File: src/rtl/cps1_sync_lock_ctrl_pkg.sv
// Shared encodings and timing defaults for the CPS1 sync-lock supervisor.
// The cfg ID width tracks the entries of mclk_cfg_ids.vh.
package cps1_sync_lock_ctrl_pkg;

    localparam int CFG_ID_W          = 5;
    localparam int PCLK_W            = 11;
    localparam int LINE_W            = 10;
    localparam int WDOG_W            = 20;

    localparam int H_NOM_DEF         = 1024;
    localparam int H_TOL_DEF         = 4;
    localparam int V_NOM_DEF         = 262;
    localparam int V_TOL_DEF         = 2;
    localparam int LOCK_FRAMES_DEF   = 4;
    localparam int UNLOCK_FRAMES_DEF = 2;
    localparam int TIMEOUT_DEF       = 1048576;

    typedef enum logic [1:0] {
        ST_UNLOCKED = 2'd0,
        ST_CFG_REQ  = 2'd1,
        ST_LOCKED   = 2'd2,
        ST_ILLEGAL  = 2'd3
    } lock_state_e;

    function automatic logic in_window(input int val, input int nom, input int tol);
        return (val >= nom - tol) && (val <= nom + tol);
    endfunction

endpackage

File: src/rtl/cps1_sync_meter.sv
// Measures line length and lines per frame from HSYNC/frame_change, runs the
// frame watchdog and emits one registered good/bad verdict per frame.
module cps1_sync_meter
    import cps1_sync_lock_ctrl_pkg::*;
#(
    parameter int H_NOM   = H_NOM_DEF,
    parameter int H_TOL   = H_TOL_DEF,
    parameter int V_NOM   = V_NOM_DEF,
    parameter int V_TOL   = V_TOL_DEF,
    parameter int TIMEOUT = TIMEOUT_DEF
) (
    input  logic              clk_i,
    input  logic              rst_i,
    input  logic              hsync_i,
    input  logic              frame_change_i,
    output logic              frame_valid_o,
    output logic              frame_good_o,
    output logic [PCLK_W-1:0] line_pclks_o,
    output logic [LINE_W-1:0] frame_lines_o
);

    localparam logic [PCLK_W-1:0] PCLK_MAX  = '1;
    localparam logic [LINE_W-1:0] LINE_MAX  = '1;
    localparam logic [WDOG_W-1:0] WDOG_LAST = WDOG_W'(TIMEOUT - 1);

    logic              hsync_q, fc_q;
    logic [PCLK_W-1:0] pclk_ctr_q, line_pclks_q;
    logic [LINE_W-1:0] line_ctr_q, frame_lines_q;
    logic              line_err_q;
    logic [WDOG_W-1:0] wdog_q;
    logic              vld_q, good_q;

    logic              hs_ev, bnd, wd_fire, line_ok, frame_ok;
    logic [PCLK_W-1:0] line_len;

    assign hs_ev    = hsync_q & ~hsync_i;
    assign bnd      = frame_change_i & ~fc_q;
    assign wd_fire  = (wdog_q == WDOG_LAST);
    assign line_len = (pclk_ctr_q == PCLK_MAX) ? PCLK_MAX : pclk_ctr_q + PCLK_W'(1);
    assign line_ok  = in_window(int'(line_len), H_NOM, H_TOL);
    // A bad line ending on the boundary cycle still belongs to the closing frame.
    assign frame_ok = in_window(int'(line_ctr_q), V_NOM, V_TOL) && !line_err_q
                      && !(hs_ev && !line_ok);

    always_ff @(posedge clk_i) begin
        if (rst_i) begin
            hsync_q       <= 1'b0;
            fc_q          <= 1'b0;
            pclk_ctr_q    <= '0;
            line_pclks_q  <= '0;
            line_ctr_q    <= '0;
            frame_lines_q <= '0;
            line_err_q    <= 1'b0;
            wdog_q        <= '0;
            vld_q         <= 1'b0;
            good_q        <= 1'b0;
        end else begin
            hsync_q <= hsync_i;
            fc_q    <= frame_change_i;

            if (hs_ev) begin
                line_pclks_q <= line_len;
                pclk_ctr_q   <= '0;
            end else if (pclk_ctr_q != PCLK_MAX) begin
                pclk_ctr_q <= pclk_ctr_q + PCLK_W'(1);
            end

            if (bnd) begin
                frame_lines_q <= line_ctr_q;
                line_ctr_q    <= hs_ev ? LINE_W'(1) : '0;
                line_err_q    <= 1'b0;
            end else if (hs_ev) begin
                if (line_ctr_q != LINE_MAX)
                    line_ctr_q <= line_ctr_q + LINE_W'(1);
                if (!line_ok)
                    line_err_q <= 1'b1;
            end

            // Boundary takes precedence over a coincident watchdog expiry.
            wdog_q <= (bnd || wd_fire) ? '0 : wdog_q + WDOG_W'(1);
            vld_q  <= bnd | wd_fire;
            good_q <= bnd & frame_ok;
        end
    end

    assign frame_valid_o = vld_q;
    assign frame_good_o  = good_q;
    assign line_pclks_o  = line_pclks_q;
    assign frame_lines_o = frame_lines_q;

endmodule

File: src/rtl/cps1_sync_lock_ctrl.sv
// Lock FSM with hysteresis over the meter's frame verdicts, plus the MCLK
// reconfiguration request/ack handshake that gates downstream video.
module cps1_sync_lock_ctrl
    import cps1_sync_lock_ctrl_pkg::*;
#(
    parameter int H_NOM         = H_NOM_DEF,
    parameter int H_TOL         = H_TOL_DEF,
    parameter int V_NOM         = V_NOM_DEF,
    parameter int V_TOL         = V_TOL_DEF,
    parameter int LOCK_FRAMES   = LOCK_FRAMES_DEF,
    parameter int UNLOCK_FRAMES = UNLOCK_FRAMES_DEF,
    parameter int TIMEOUT       = TIMEOUT_DEF
) (
    input  logic                PCLK_i,
    input  logic                RESET_i,
    input  logic                HSYNC_i,
    input  logic                frame_change_i,
    input  logic [CFG_ID_W-1:0] mclk_cfg_id_i,
    input  logic                cfg_ack_i,
    output logic                cfg_req_o,
    output logic [CFG_ID_W-1:0] cfg_id_o,
    output logic                out_en_o,
    output logic                locked_o,
    output logic [1:0]          state_o,
    output logic [PCLK_W-1:0]   line_pclks_o,
    output logic [LINE_W-1:0]   frame_lines_o
);

    localparam logic [7:0] LOCK_LAST   = 8'(LOCK_FRAMES - 1);
    localparam logic [7:0] UNLOCK_LAST = 8'(UNLOCK_FRAMES - 1);

    logic frame_valid, frame_good, frame_bad;

    cps1_sync_meter #(
        .H_NOM  (H_NOM),
        .H_TOL  (H_TOL),
        .V_NOM  (V_NOM),
        .V_TOL  (V_TOL),
        .TIMEOUT(TIMEOUT)
    ) u_meter (
        .clk_i         (PCLK_i),
        .rst_i         (RESET_i),
        .hsync_i       (HSYNC_i),
        .frame_change_i(frame_change_i),
        .frame_valid_o (frame_valid),
        .frame_good_o  (frame_good),
        .line_pclks_o  (line_pclks_o),
        .frame_lines_o (frame_lines_o)
    );

    assign frame_bad = frame_valid & ~frame_good;

    lock_state_e         state_q;
    logic [7:0]          good_cnt_q, bad_cnt_q;
    logic                pend_bad_q, cfg_req_q, out_en_q, locked_q;
    logic [CFG_ID_W-1:0] cfg_id_q;

    always_ff @(posedge PCLK_i) begin
        if (RESET_i) begin
            state_q    <= ST_UNLOCKED;
            good_cnt_q <= '0;
            bad_cnt_q  <= '0;
            pend_bad_q <= 1'b0;
            cfg_req_q  <= 1'b0;
            cfg_id_q   <= '0;
            out_en_q   <= 1'b0;
            locked_q   <= 1'b0;
        end else begin
            case (state_q)
                ST_UNLOCKED: begin
                    if (frame_valid && frame_good) begin
                        if (good_cnt_q == LOCK_LAST) begin
                            cfg_id_q   <= mclk_cfg_id_i;
                            cfg_req_q  <= 1'b1;
                            pend_bad_q <= 1'b0;
                            good_cnt_q <= '0;
                            state_q    <= ST_CFG_REQ;
                        end else begin
                            good_cnt_q <= good_cnt_q + 8'd1;
                        end
                    end else if (frame_bad) begin
                        good_cnt_q <= '0;
                    end
                end
                ST_CFG_REQ: begin
                    // A bad verdict landing on the ack cycle still aborts the lock.
                    if (cfg_ack_i) begin
                        cfg_req_q <= 1'b0;
                        if (pend_bad_q || frame_bad) begin
                            good_cnt_q <= '0;
                            state_q    <= ST_UNLOCKED;
                        end else begin
                            bad_cnt_q <= '0;
                            out_en_q  <= 1'b1;
                            locked_q  <= 1'b1;
                            state_q   <= ST_LOCKED;
                        end
                    end else if (frame_bad) begin
                        pend_bad_q <= 1'b1;
                    end
                end
                ST_LOCKED: begin
                    if (frame_bad) begin
                        if (bad_cnt_q == UNLOCK_LAST) begin
                            bad_cnt_q  <= '0;
                            good_cnt_q <= '0;
                            out_en_q   <= 1'b0;
                            locked_q   <= 1'b0;
                            state_q    <= ST_UNLOCKED;
                        end else begin
                            bad_cnt_q <= bad_cnt_q + 8'd1;
                        end
                    end else if (frame_valid) begin
                        bad_cnt_q <= '0;
                    end
                end
                default: begin
                    good_cnt_q <= '0;
                    bad_cnt_q  <= '0;
                    cfg_req_q  <= 1'b0;
                    out_en_q   <= 1'b0;
                    locked_q   <= 1'b0;
                    state_q    <= ST_UNLOCKED;
                end
            endcase
        end
    end

    assign cfg_req_o = cfg_req_q;
    assign cfg_id_o  = cfg_id_q;
    assign out_en_o  = out_en_q;
    assign locked_o  = locked_q;
    assign state_o   = state_q;

endmodule

File: config.mk
export PLATFORM = sky130hd
export DESIGN_NAME = cps1_sync_lock_ctrl
export DESIGN_NICKNAME = d
export VERILOG_FILES = /design/src/rtl/cps1_sync_lock_ctrl_pkg.sv /design/src/rtl/cps1_sync_meter.sv /design/src/rtl/cps1_sync_lock_ctrl.sv
export SDC_FILE = /design/constraint.sdc
export NUM_CORES = 1
export LEC_CHECK = 0
export CELL_PAD_IN_SITES_DETAIL_PLACEMENT = 2
export CELL_PAD_IN_SITES_GLOBAL_PLACEMENT = 2
export CORE_UTILIZATION = 41
export DETAILED_ROUTE_END_ITERATION = 8
export DONT_BUFFER_PORTS = 1
export HOLD_SLACK_MARGIN = 0.08
export PLACE_DENSITY = 0.79
export SLEW_MARGIN = 30
export SYNTH_ARGS = -nofsm -noshare
export SYNTH_HDL_FRONTEND = slang
export SYNTH_SLANG_ARGS = --single-unit
File: constraint.sdc
create_clock -name PCLK_i -period 6.65 [get_ports PCLK_i]
set_clock_uncertainty 0.2 [all_clocks]
set_input_delay 1.6625 -clock PCLK_i [delete_from_list [all_inputs] [get_ports PCLK_i]]
set_output_delay 1.6625 -clock PCLK_i [all_outputs]
set_load 0.01 [all_outputs]
==> reports/metrics.cfg <==
[power_and_ir_drop]
p_leak_nw = 1.51
vdd_drop_max_mv = 0.130
p_per_area_nw_per_um2 = 228

[floorplan]
dieArea_um2 = 10600
io_pins = 41
core_region_area_um2 = 9820
row_count = 36
start_util_pct = 42.4
die_w_um = 103
die_h_um = 103

[setup_path]
rr_worst_depth = 6
criticalPathCategory = reg2out
timing.rr.end = u_meter.frame_good_o
worstSetupStartpoint = state_o[1]
critPathMaxFanout = 12
critPathCapture = state_o[1]
critical_path_depth = 0
required_ns = 4.79
rr_startpoint = u_meter.pclk_ctr_q[0]
rrSetupSlack_ns = 3.92
endpoint_kind = primary output
start_kind = flip-flop
arrival_ns = 1.05

[global_routing]
grt_pass1_vias = 3603
grt_overflow = 0
grt_max_degree = 40
antenna_found_initial = 0
grtUsageTotal_pct = 21.7
grt_pass1_wl_um = 17500

[cts]
htreeDepth = 3
clk_latency_ns = 0.38
cts_sinks = 93
cts-root-buf = clkbuf_8
cts_hold_buf = 0
tritoncts = done
clock_path_buffers = 2
post_cts_buffers = 0
numCtsBuffers = 9
ctsResizeCount = 0
clk_pin_slew_ns = 0.09

[final_layout]
fillers = 1126
diodes = 0
post-route-util_pct = 45.7
stdcell_count = 618
final_nets = 497
area_growth_syn_to_layout_pct = 7.60
fin_area_um2 = 4480
drive_gt1_share_pct = 5.98

[logic_synthesis]
syn_nets = 506
ys_seq_area_share_pct = 44.7
netlist-cell-type-count = 53
synth_edf_count = 0
synth_largest_area_cell = dfxtp_1
synth.area.top_cells = dfxtp_1, nor2_1, xor2_1, nand2_1, xnor2_1
synth.ff_latch_count = 93
yosysTopAreaCellShare_pct = 44.7
synth_top_cells_by_count = dfxtp_1, nor2_1, nand2_1
yosys_warnings = 0
synth_area_um2 = 4170
synthFlopType = dfxtp_1
syn_inst = 489
yosys.cell_count.top_type = dfxtp_1
synthArstFlopShare_pct = 0
avgSynthCellArea_um2 = 8.52

[flow_run]
drv_cap = 0

[sta]
max_slew_margin_pct = 47.2
fmax_mhz = 344
finalHoldViolations = 0
report.final.slew_viol_count = 0
hold_slack_ns = 0.253
min_period_over_period_pct = 43.8
worst_pin_slew_ns = 0.785
setup-tns-final_ns = 0
fin_crit_ns = 2.91
setup_viol = 0
rsz0062_at_grt = false

[route]
route.final.wire_length_um = 10800
vias = 3437
avgViaCountPerCell = 5.56
route.detailed.drc = 0
wire_per_inst_um = 17.5
drt_iter0_markers = 46
drt.antenna.violating_nets = 0
dr.pass1.iters = 4

[place]
dpl_cell_area_um2 = 4260
port_buffers = 0
placed_cells = 602
post-dp-hpwl_um = 7740
gp_congestion = 0.800

[outcome]
status = finished clean

[min_path]
hp-class = reg2reg
hp-start = u_meter.wdog_q[0]

[how the worst min path moves through the flow]
stage                                    to  slack (ns)  depth (start not counted)
final                     u_meter.wdog_q[0]        0.25                          1
after global routing      u_meter.wdog_q[0]        0.27                          1
after CTS                 u_meter.wdog_q[0]        0.26                          1
after detailed placement  u_meter.wdog_q[0]        0.24                          1
after global placement    u_meter.wdog_q[0]        0.23                          1
after floorplan           u_meter.wdog_q[0]        0.22                          1
[report_power, final]
part	switching, mW	total [mW]	internal (mW)	leakage, nW
sequential	0.00802	0.571	0.563	0.752
combinational	0.0226	0.0326	0.0100	0.650
clock	0.206	0.418	0.212	0.107
total	0.237	1.02	0.785	1.51
[final cells by class]
type,count,area [µm²],area share [%]
well taps,133,166,3.71
inverters,11,41.3,0.921
clock buffers,10,128,2.85
flip-flops and latches,93,1860,41.5
repair buffers,2,15.0,0.335
multi-input cells,363,2190,48.7
clock inverters,6,86.3,1.93
[flip-flops by register name, summed over array words and instances (netlist names)]
register	count
u_meter.wdog_q	20
u_meter.line_pclks_o	11
u_meter.pclk_ctr_q	11
u_meter.frame_lines_o	10
u_meter.line_ctr_q	10
bad_cnt_q	8
good_cnt_q	8
cfg_id_o	5
state_o	2
cfg_req_o	1
locked_o	1
pend_bad_q	1
u_meter.fc_q	1
u_meter.frame_good_o	1
u_meter.frame_valid_o	1
u_meter.hsync_q	1
u_meter.line_err_q	1
[placed cells by master (no fill, tap or decap), types with 5 or more instances in the layout]
| cell type | synthesis | routed |
|---|---|---|
| dfxtp_1 | 93 | 93 |
| a21oi_1 | 22 | 22 |
| o211ai_1 | 5 | 5 |
| mux2i_1 | 6 | 6 |
| nor2_1 | 79 | 79 |
| nor3_1 | 13 | 12 |
| o21ai_0 | 14 | 14 |
| nand3_1 | 16 | 16 |
| xor2_1 | 25 | 25 |
| ha_1 | 7 | 7 |
| nand2_1 | 50 | 50 |
| nor2b_1 | 7 | 7 |
| clkbuf_8 | 0 | 9 |
| and4_1 | 7 | 7 |
| nand4_1 | 14 | 14 |
| xnor2_1 | 16 | 16 |
| a211oi_1 | 9 | 9 |
| and3_1 | 8 | 8 |
| nand2b_1 | 9 | 9 |
| inv_1 | 11 | 11 |
[metrics by stage]
step / power [mW] / setup WS [ns]
after CTS: 1.04 / 3.74
after global placement: 0.614 / 3.56
after floorplan: 0.608 / 3.74
after global routing: 1.06 / 3.69
final: 1.02 / 3.74
after detailed placement: 0.617 / 3.43
[per-layer routing]
| layer | routed length, µm | global-route usage (%) | up-vias |
|---|---|---|---|
| met5 | 0 | 0 | - |
| met3 | 295 | 5.42 | 12 |
| met4 | 145 | 7.48 | 0 |
| li1 | - | - | 1690 |
| met1 | 4830 | 25.1 | 1708 |
| met2 | 5540 | 38.9 | 27 |
[logic make-up (layout without fill, tap and decap cells)]
| family | after synthesis | after routing | synth area share [%] |
|---|---|---|---|
| DFF | 93 | 93 | 44.7 |
| AOI/OAI and AO/OA | 81 | 81 | 12.9 |
| and+or+nand+nor | 227 | 227 | 26.8 |
| xor gates and xnor gates | 41 | 41 | 8.62 |
| buffers and inverters | 33 | 29 | 3.15 |
| muxes | 7 | 7 | 1.71 |
| adders and majority gates | 7 | 7 | 2.10 |
No activity file was read; power rests on OpenSTA's default activity.
